$ cat src/rtl/rgb_pwm_sequencer_if.sv
// Run request in, three-channel PWM drive and sequencer state out.
interface rgb_pwm_sequencer_if;
  logic       seq_enable;
  logic       pwm_red;
  logic       pwm_green;
  logic       pwm_blue;
  logic [2:0] seq_state;

  modport master (
    output seq_enable,
    input  pwm_red, pwm_green, pwm_blue, seq_state
  );

  modport slave (
    input  seq_enable,
    output pwm_red, pwm_green, pwm_blue, seq_state
  );
endinterface

$ cat src/rtl/rgb_pwm_sequencer.sv
// RGB LED sequencer: RED->GREEN->BLUE->WHITE, 256-cycle PWM with period-aligned duty.
// Define RGB_BREATHE_EN for up/down duty breathing; otherwise each colour is held at full duty.
module rgb_pwm_sequencer #(
  parameter int unsigned STEP_CYCLES = 23437,
  parameter int unsigned HOLD_STEPS  = 512
) (
  input logic                clk_12Mhz,
  input logic                rst_n,
  rgb_pwm_sequencer_if.slave seq_if
);
  localparam int unsigned STEP_W = (STEP_CYCLES > 1) ? $clog2(STEP_CYCLES) : 1;

  typedef enum logic [2:0] {
    IDLE  = 3'd0,
    RED   = 3'd1,
    GREEN = 3'd2,
    BLUE  = 3'd3,
    WHITE = 3'd4
  } state_t;

  state_t            state, state_nxt;
  logic              en_meta, en_s;
  logic [7:0]        pwm_cnt;
  logic [7:0]        duty, duty_nxt, duty_shadow;
  logic [STEP_W-1:0] step_cnt;
  logic              step_tick;
  logic              advance;
  logic              pwm_hi;

`ifdef RGB_BREATHE_EN
  localparam logic [7:0] ENTRY_DUTY = 8'd0;
  logic ramp_down, ramp_down_nxt;
`else
  localparam logic [7:0] ENTRY_DUTY = 8'hFF;
  localparam int unsigned HOLD_W = (HOLD_STEPS > 1) ? $clog2(HOLD_STEPS) : 1;
  logic [HOLD_W-1:0] hold_cnt, hold_cnt_nxt;
`endif

  always_ff @(posedge clk_12Mhz or negedge rst_n) begin
    if (!rst_n) begin
      en_meta <= 1'b0;
      en_s    <= 1'b0;
      pwm_cnt <= '0;
    end else begin
      en_meta <= seq_if.seq_enable;
      en_s    <= en_meta;
      pwm_cnt <= pwm_cnt + 8'd1;
    end
  end

  assign step_tick = (state != IDLE) && (step_cnt == STEP_W'(STEP_CYCLES - 1));

  always_ff @(posedge clk_12Mhz or negedge rst_n) begin
    if (!rst_n) begin
      step_cnt <= '0;
    end else if (state == IDLE || state_nxt == IDLE || step_tick) begin
      step_cnt <= '0;
    end else begin
      step_cnt <= step_cnt + STEP_W'(1);
    end
  end

  always_comb begin
    state_nxt = state;
    duty_nxt  = duty;
    advance   = 1'b0;
`ifdef RGB_BREATHE_EN
    ramp_down_nxt = ramp_down;
`else
    hold_cnt_nxt  = hold_cnt;
`endif
    if (!en_s) begin
      state_nxt = IDLE;
      duty_nxt  = '0;
`ifdef RGB_BREATHE_EN
      ramp_down_nxt = 1'b0;
`else
      hold_cnt_nxt  = '0;
`endif
    end else if (state == IDLE) begin
      state_nxt = RED;
      duty_nxt  = ENTRY_DUTY;
`ifdef RGB_BREATHE_EN
      ramp_down_nxt = 1'b0;
`else
      hold_cnt_nxt  = '0;
`endif
    end else if (step_tick) begin
`ifdef RGB_BREATHE_EN
      // Turnaround at 255 decrements on the same tick, so a colour spans 511 ticks.
      if (!ramp_down) begin
        if (duty == 8'hFF) begin
          ramp_down_nxt = 1'b1;
          duty_nxt      = duty - 8'd1;
        end else begin
          duty_nxt = duty + 8'd1;
        end
      end else if (duty == 8'd0) begin
        advance = 1'b1;
      end else begin
        duty_nxt = duty - 8'd1;
      end
`else
      if (hold_cnt == HOLD_W'(HOLD_STEPS - 1)) advance = 1'b1;
      else                                      hold_cnt_nxt = hold_cnt + HOLD_W'(1);
`endif
      if (advance) begin
        duty_nxt = ENTRY_DUTY;
`ifdef RGB_BREATHE_EN
        ramp_down_nxt = 1'b0;
`else
        hold_cnt_nxt  = '0;
`endif
        case (state)
          RED:     state_nxt = GREEN;
          GREEN:   state_nxt = BLUE;
          BLUE:    state_nxt = WHITE;
          default: state_nxt = RED;
        endcase
      end
    end
  end

  always_ff @(posedge clk_12Mhz or negedge rst_n) begin
    if (!rst_n) begin
      state <= IDLE;
      duty  <= '0;
`ifdef RGB_BREATHE_EN
      ramp_down <= 1'b0;
`else
      hold_cnt  <= '0;
`endif
    end else begin
      state <= state_nxt;
      duty  <= duty_nxt;
`ifdef RGB_BREATHE_EN
      ramp_down <= ramp_down_nxt;
`else
      hold_cnt  <= hold_cnt_nxt;
`endif
    end
  end

  assign pwm_hi = pwm_cnt < duty_shadow;

  // Channel select uses the next state so a disable blanks outputs without waiting for period end.
  always_ff @(posedge clk_12Mhz or negedge rst_n) begin
    if (!rst_n) begin
      duty_shadow      <= '0;
      seq_if.pwm_red   <= 1'b0;
      seq_if.pwm_green <= 1'b0;
      seq_if.pwm_blue  <= 1'b0;
    end else begin
      if (state_nxt == IDLE)      duty_shadow <= '0;
      else if (pwm_cnt == 8'hFF)  duty_shadow <= duty;
      seq_if.pwm_red   <= pwm_hi && (state_nxt == RED   || state_nxt == WHITE);
      seq_if.pwm_green <= pwm_hi && (state_nxt == GREEN || state_nxt == WHITE);
      seq_if.pwm_blue  <= pwm_hi && (state_nxt == BLUE  || state_nxt == WHITE);
    end
  end

  assign seq_if.seq_state = state;
endmodule

$ cat src/flat_wrapper.sv
// flat-port wrapper written by rule: the top's interface ports become plain ports
module rgb_pwm_sequencer_flat 
#(
  parameter int unsigned STEP_CYCLES = 23437,
  parameter int unsigned HOLD_STEPS  = 512
)
  (clk_12Mhz, rst_n, seq_if_seq_enable, seq_if_pwm_red, seq_if_pwm_green, seq_if_pwm_blue, seq_if_seq_state);
  rgb_pwm_sequencer_if seq_if_i ();
  input logic clk_12Mhz;
  input logic rst_n;
  input wire logic [$bits(seq_if_i.seq_enable)-1:0] seq_if_seq_enable;
  output wire logic [$bits(seq_if_i.pwm_red)-1:0] seq_if_pwm_red;
  output wire logic [$bits(seq_if_i.pwm_green)-1:0] seq_if_pwm_green;
  output wire logic [$bits(seq_if_i.pwm_blue)-1:0] seq_if_pwm_blue;
  output wire logic [$bits(seq_if_i.seq_state)-1:0] seq_if_seq_state;
  assign seq_if_i.seq_enable = seq_if_seq_enable;
  assign seq_if_pwm_red = seq_if_i.pwm_red;
  assign seq_if_pwm_green = seq_if_i.pwm_green;
  assign seq_if_pwm_blue = seq_if_i.pwm_blue;
  assign seq_if_seq_state = seq_if_i.seq_state;
  rgb_pwm_sequencer #(.STEP_CYCLES(STEP_CYCLES), .HOLD_STEPS(HOLD_STEPS)) u_core (.clk_12Mhz(clk_12Mhz), .rst_n(rst_n), .seq_if(seq_if_i));
endmodule
$ cat config.mk
export PLATFORM = sky130hd
export DESIGN_NAME = rgb_pwm_sequencer_flat
export DESIGN_NICKNAME = d
export VERILOG_FILES = /design/src/rtl/rgb_pwm_sequencer_if.sv /design/src/rtl/rgb_pwm_sequencer.sv /design/src/flat_wrapper.sv
export SDC_FILE = /design/constraint.sdc
export NUM_CORES = 1
export LEC_CHECK = 0
export CORE_ASPECT_RATIO = 0.9
export CORE_MARGIN = 3
export CORE_UTILIZATION = 50
export DETAILED_ROUTE_END_ITERATION = 8
export HOLD_SLACK_MARGIN = 0.1
export PLACE_DENSITY = 0.73
export SYNTH_ARGS = -nofsm -noshare
export SYNTH_HDL_FRONTEND = slang
export SYNTH_SLANG_ARGS = --single-unit
$ cat constraint.sdc
create_clock -name clk_12Mhz -period 2.8 [get_ports clk_12Mhz]
set_input_delay 0.28 -clock clk_12Mhz [delete_from_list [all_inputs] [get_ports clk_12Mhz]]
set_output_delay 0.28 -clock clk_12Mhz [all_outputs]
set_load 0.05 [all_outputs]
==> results of run 1 <==
==> per-stage QoR <==
step	hold slack, ns	instances	area [sq um]
after global placement	0.335	257	2300
after detailed placement	0.336	257	2300
after global routing	0.178	265	2390
final	0.102	265	2390
after CTS	0.151	265	2390
after floorplan	-0.0156	205	2180
==> layout by cell type (no fill, tap or decap), types with 2 or more instances in the layout <==
cell type,synthesis,layout
sky130_fd_sc_hd__mux2i_1,5,5
sky130_fd_sc_hd__and4_1,3,3
sky130_fd_sc_hd__nand3_1,11,11
sky130_fd_sc_hd__xnor2_1,7,7
sky130_fd_sc_hd__a211oi_1,2,2
sky130_fd_sc_hd__clkdlybuf4s50_1,0,7
sky130_fd_sc_hd__o21ai_0,5,5
sky130_fd_sc_hd__nor2b_1,5,5
sky130_fd_sc_hd__o2111ai_1,2,2
sky130_fd_sc_hd__a21oi_1,3,3
sky130_fd_sc_hd__dfrtp_1,42,42
sky130_fd_sc_hd__and3_1,7,7
sky130_fd_sc_hd__nor2_1,29,29
sky130_fd_sc_hd__xor2_1,18,18
sky130_fd_sc_hd__or2_2,2,2
sky130_fd_sc_hd__clkbuf_8,0,6
sky130_fd_sc_hd__nand2_1,6,6
sky130_fd_sc_hd__nand4_1,6,6
sky130_fd_sc_hd__ha_1,12,12
sky130_fd_sc_hd__and2_1,3,3
sky130_fd_sc_hd__o21a_1,5,5
sky130_fd_sc_hd__inv_1,8,8
sky130_fd_sc_hd__buf_4,1,2
sky130_fd_sc_hd__nor2_2,2,2
==> report_power, final <==
part	switching [mW]	internal, mW	leakage, nW
logic	0.0253	0.00979	0.460
clock network	0.197	0.199	0.0482
registers	0.00605	0.611	0.563
==> cell families after synthesis <==
group           count (synthesis)  synth area share, %
simple gates                   83                 21.9
flops                          42                 48.1
xor+xnor                       25                 10.0
compound gates                 24                 7.85
buf+inv                        14                 2.98
fa+ha+maj                      12                 6.87
mux                             5                 2.29
==> worst paths after layout <==
| path | from | end | slack (ns) | cells after the start |
|---|---|---|---|---|
| setup / recovery | u_core.hold_cnt[0] | u_core.seq_if.pwm_red | 0.64 | 8 |
| hold / removal | rst_n | u_core.seq_if.seq_state[2] | 0.10 | 1 |
| setup reg to reg | u_core.hold_cnt[0] | u_core.seq_if.pwm_red | 0.64 | 8 |
| hold reg to reg | u_core.en_meta | u_core.en_s | 0.35 | 0 |
| max in group asynchronous | rst_n | u_core.step_cnt[6] | 2.13 | 1 |
| min in group clk_12Mhz | u_core.en_meta | u_core.en_s | 0.35 | 0 |
==> sequential cells by signal (all words and copies together), names as in the netlist <==
register and flops:
u_core.seq_if.pwm_red 1, u_core.seq_if.pwm_green 1, u_core.en_s 1, u_core.en_meta 1
u_core.hold_cnt 9, u_core.step_cnt 15, u_core.duty 1, u_core.pwm_cnt 8
u_core.duty_shadow 1, u_core.seq_if.seq_state 3, u_core.seq_if.pwm_blue 1
==> worst max-delay path, cell delays in order (launching register included) <==
cell,delay (ns)
sky130_fd_sc_hd__dfrtp_1,0.41
sky130_fd_sc_hd__ha_1,0.18
sky130_fd_sc_hd__and3_1,0.20
sky130_fd_sc_hd__and3_1,0.18
sky130_fd_sc_hd__ha_1,0.29
sky130_fd_sc_hd__nand2_1,0.07
sky130_fd_sc_hd__or4_1,0.41
sky130_fd_sc_hd__and2_1,0.15
sky130_fd_sc_hd__o21a_1,0.18
==> area by class of cell <==
type,count,area share [%]
clock buffer,7,3.61
multi-input combinational,149,44.7
clock inverter,1,0.209
tap,48,2.51
timing repair buffer,10,3.77
inverter,8,1.26
sequential,42,44.0
==> metal layers <==
layer / vias to the layer above / global-route usage [%]
met5: - / 0
met4: 0 / 7.42
met3: 6 / 3.91
met2: 18 / 23.3
met1: 682 / 21.9
li1: 734 / -
==> flow_summary.ini, run 1 <==
[hold_path]
hp-class = primary input to asynchronous set/reset pin

[cells_and_area]
antenna-diode-count = 0
final_core_util_pct = 57.9
drive_above_1_share_pct = 9.68
final_nets = 231
regArea_sq_mm = 0.00105
syn2layout_area_growth_pct = 9.45
multi_input_comb_area_sq_mm = 0.00107
fillCellCount = 360

[critical_path]
critPathMaxFanout = 6
kind_of_end_point_of_the_critical_path = flip-flop
worstPathArrival_ns = 2.34
required_ns = 2.98
cp-start-kind = flip-flop
critical_path_class = flip-flop to flip-flop

[route]
highest-signal-layer = met4
dr.first_iter.drc_count = 63
detail_route.wirelength.met1_um = 1840
detail_route.first_pass.iterations = 4
routed_length_on_met3_um = 115
vias = 1440
drtAntennaViolNets = 0
wire_per_inst_um = 13.5
vias_per_cell = 5.43
drt-total-wl_um = 3590
met2RoutedLength_um = 1560
detail_route.drc_violations = 0

[flow_run]
drv_cap = 0

[yosys]
yosysSeqAreaShare_pct = 48.1
synthesis.instances = 205
netlist-cell-type-count = 41
ys_ff_latch = 42
netlist_top_cells_area = sky130_fd_sc_hd__dfrtp_1, sky130_fd_sc_hd__xor2_1, sky130_fd_sc_hd__ha_1
syn_nets = 220
synth_top_cell_area_share_pct = 48.1
syn_area_per_cell_sq_um = 10.7
synth.cell_area_sq_mm = 0.00218
synth_enable_flop_cells = 0
library_cell_with_the_highest_instance_count_after_synthesis = sky130_fd_sc_hd__dfrtp_1
synth.yosys.warnings = 0
synth.cells.most_frequent = sky130_fd_sc_hd__dfrtp_1, sky130_fd_sc_hd__nor2_1, sky130_fd_sc_hd__xor2_1
synth-main-ff-cell = sky130_fd_sc_hd__dfrtp_1
synthArstFlopShare_pct = 100
post-synth-top-area-cell = sky130_fd_sc_hd__dfrtp_1

[status]
run_status = finished clean

[die]
die_x_um = 75.7
fp.coreArea_sq_mm = 0.00413
die_height_um = 68.7
placementRows = 22
io_pins = 9
die_ar_sq_mm = 0.00520
initial_core_utilization_pct = 52.9

[power_and_ir_drop]
power.density_mw_per_mm2 = 438
vdd_drop_max_mv = 0.323
p_total_mw = 1.05
power_leakage_nw = 1.07

[sta]
setup_tns_ns = 0
fin_worst_skew_ns = 0.00819
maxClockFrequency_mhz = 462
final_setup_vio_count = 0
layout_worst_path_cycle_share_pct = 77.3
final.min_clock_period_ns = 2.16
rsz0062_at_grt = no
worst-slew-pin-transition_ns = 0.891
max-slew-margin-rel_pct = 40.6
final_max_slew_viol_count = 0
final-hold-violation-count = 0
timing.final.ws_setup_ns = 0.635

[global_routing]
grt_pass1_wl_um = 6150
grt_pass1_vias = 1377
global_route.usage.total_pct = 15.8
antenna_violations_before_repair = 0
pin_count_of_the_biggest_net_entering_global_routing = 43
grt_remaining_overflow = 0

[cts]
cts_sinks = 42
cts_made_buffers = 5
ctsRootBufferMaster = sky130_fd_sc_hd__clkbuf_8
cts_setup_buffers = 0
cts.repair.resized = 0
cts_hold_repair.buffers = 0
clock_insertion_delay_worst_skew_ns = 0.29
clock_tree.buffer_depth = 2
clkTransAtPathRegs_ns = 0.08
cts_max_level = 2
cts_tree = done

[placement]
numPortBuffers = 8
post-place-ws_ns = 0.669
hpwlAfterDp_um = 2520
gp_congestion = 0.781
Power figures use the tool's default switching activity.
==> inputs of run 2 (changes only) <==
PLACE_DENSITY = 0.75   (was 0.73)
clock period = 1.9 ns   (was 2.8 ns; I/O delays follow)
==> flow_summary.ini, run 2 (synthesized netlist as in run 1, its figures left out) <==
[global_routing]
grt_pass1_vias = 1408
grt_pass1_wl_um = 6500
grt_remaining_overflow = 0
global_route.usage.total_pct = 16.9
pin_count_of_the_biggest_net_entering_global_routing = 36
antenna_violations_before_repair = 0

[cells_and_area]
fillCellCount = 336
mostFrequentLayoutCell = sky130_fd_sc_hd__dfrtp_1
syn2layout_area_growth_pct = 19.1
largestRegisters = u_core.step_cnt x15, u_core.hold_cnt x9, u_core.pwm_cnt x8
final_area_sq_mm = 0.00260
largest_register_ff_count = 15
multi_input_comb_area_sq_mm = 0.00113
final_nets = 248
regArea_sq_mm = 0.00105
antenna-diode-count = 0
largest_register = u_core.step_cnt
final_core_util_pct = 63.0
commonest_non_fill_non_tap_cells_in_the_layout = sky130_fd_sc_hd__dfrtp_1, sky130_fd_sc_hd__nor2_1, sky130_fd_sc_hd__xor2_1, sky130_fd_sc_hd__buf_4, sky130_fd_sc_hd__nand3_1
drive_above_1_share_pct = 21.4

[flow_run]
drv_cap = 0

[critical_path]
critical_path_class = flip-flop to flip-flop
timing.critical_path.cells = ha_2 -> and3_4 -> and3_4 -> ha_4 -> nand2_2 -> or4_4 -> and2_4 -> o21a_1
cp_slowest_stage_delay_ns = 0.42
required_ns = 2.09
crit_family = simple AND/OR/NAND/NOR gates
worstPathArrival_ns = 2.11
cp_num_buf_inv = 0
kind_of_end_point_of_the_critical_path = flip-flop
critPathMaxFanout = 2
worst_path_max_delay_cell = sky130_fd_sc_hd__or4_4
cp-start-kind = flip-flop
critical_path_depth = 8
worstRegToRegCells = 8
crit_path_frequent_cell = sky130_fd_sc_hd__and3_4

[placement]
post-place-ws_ns = -0.0129
hpwlAfterDp_um = 2750
gp_congestion = 0.790
dpl_cell_area_sq_mm = 0.00243
numPortBuffers = 8

[cts]
clkTransAtPathRegs_ns = 0.08
cts_sinks = 42
cts_made_buffers = 5
clock_tree.buffer_depth = 2
cts_max_level = 2
cts_tree = done
ctsRootBufferMaster = sky130_fd_sc_hd__clkbuf_8
clock_insertion_delay_worst_skew_ns = 0.30

[sta]
max-slew-margin-rel_pct = 48.3
layout_worst_path_cycle_share_pct = 101
worst-slew-pin-transition_ns = 0.776
rsz0062_at_grt = yes
final-hold-violation-count = 0
final.min_clock_period_ns = 1.92
fin_worst_skew_ns = 0.00388
final_max_slew_viol_count = 0
maxClockFrequency_mhz = 522
final_setup_vio_count = 1
timing.final.ws_setup_ns = -0.0170

[route]
vias = 1504
dr.first_iter.drc_count = 131
detail_route.drc_violations = 0
drt-total-wl_um = 3900
detail_route.first_pass.iterations = 4
vias_per_cell = 5.33
drtAntennaViolNets = 0
wire_per_inst_um = 13.8

[die]
initial_core_utilization_pct = 52.9
die_x_um = 75.7
die_height_um = 68.7
placementRows = 22
die_ar_sq_mm = 0.00520
io_pins = 9
fp.coreArea_sq_mm = 0.00413

[power_and_ir_drop]
power.density_mw_per_mm2 = 607
p_total_mw = 1.58
power_leakage_nw = 1.17
vdd_drop_max_mv = 0.319

[hold_path]
whs_path_depth = 1
hp-class = primary input to flip-flop

[status]
failing_checks = setup timing
run_status = finished, violations left
run 2: changes by cell type in the layout (fill, tap and decap cells not counted), moves of 2 or more:
cell / before / now
sky130_fd_sc_hd__and3_1: 7 / 5
sky130_fd_sc_hd__clkdlybuf4s50_1: 7 / 5
sky130_fd_sc_hd__inv_1: 8 / 6
sky130_fd_sc_hd__and3_4: 0 / 2
sky130_fd_sc_hd__buf_4: 2 / 17
sky130_fd_sc_hd__ha_1: 12 / 9
sky130_fd_sc_hd__inv_2: 0 / 2
sky130_fd_sc_hd__ha_4: 0 / 2
run 2: layout make-up:
| class | instances | share of cell area, % |
|---|---|---|
| clock buffers | 6 | 3.17 |
| clock inverters | 2 | 0.481 |
| inverters | 8 | 1.15 |
| multi-input cells | 149 | 43.5 |
| flip-flops and latches | 42 | 40.4 |
| well taps | 48 | 2.31 |
| repair buffers | 27 | 8.99 |
run 2: power by group:
group	internal, mW	total [mW]	leakage (nW)	switching, mW
sequential	0.900	0.906	0.563	0.00617
clock	0.292	0.599	0.0472	0.307
combinational	0.0296	0.0758	0.563	0.0462
total	1.22	1.58	1.17	0.359
run 2: final timing paths:
| kind | startpoint | to | slack (ns) |
|---|---|---|---|
| max reg2reg | u_core.hold_cnt[1] | u_core.seq_if.pwm_red | -0.02 |
| min in group asynchronous | rst_n | u_core.pwm_cnt[5] | 0.50 |
| max in group asynchronous | rst_n | u_core.step_cnt[14] | 0.83 |
| min reg2reg | u_core.en_meta | u_core.en_s | 0.36 |
| max | u_core.hold_cnt[1] | u_core.seq_if.pwm_red | -0.02 |
| min | seq_if_seq_enable | u_core.en_meta | 0.33 |
run 2: per-layer routing:
metal  GRT usage (%)  part of all wire [%]  vias to the layer above
met5               0                     0                        -
met4            5.90                   1.5                        0
met3            5.65                   3.9                        5
met2            24.8                    44                       26
met1            23.3                    50                      707
li1                -                     -                      766
run 2: per-stage QoR:
step / hold WS, ns / instances / TNS, ns
floorplan: -0.106 / 205 / -0.0215
global placement: 0.314 / 271 / 0
detailed placement: 0.321 / 271 / -0.0129
CTS: 0.317 / 280 / -0.0116
global route: 0.320 / 282 / -0.134
finish: 0.330 / 282 / -0.0170
run 2: what timing repair did:
| item | in CTS | in global routing |
|---|---|---|
| pin swaps | 1 | 4 |
| endpoints found under the setup margin | 2 | 11 |
| resized for setup | 3 | 11 |
| endpoints found under the hold margin | 33 | 0 |
| buffers inserted | 0 | 2 |
| hold buffers | 1 | 0 |
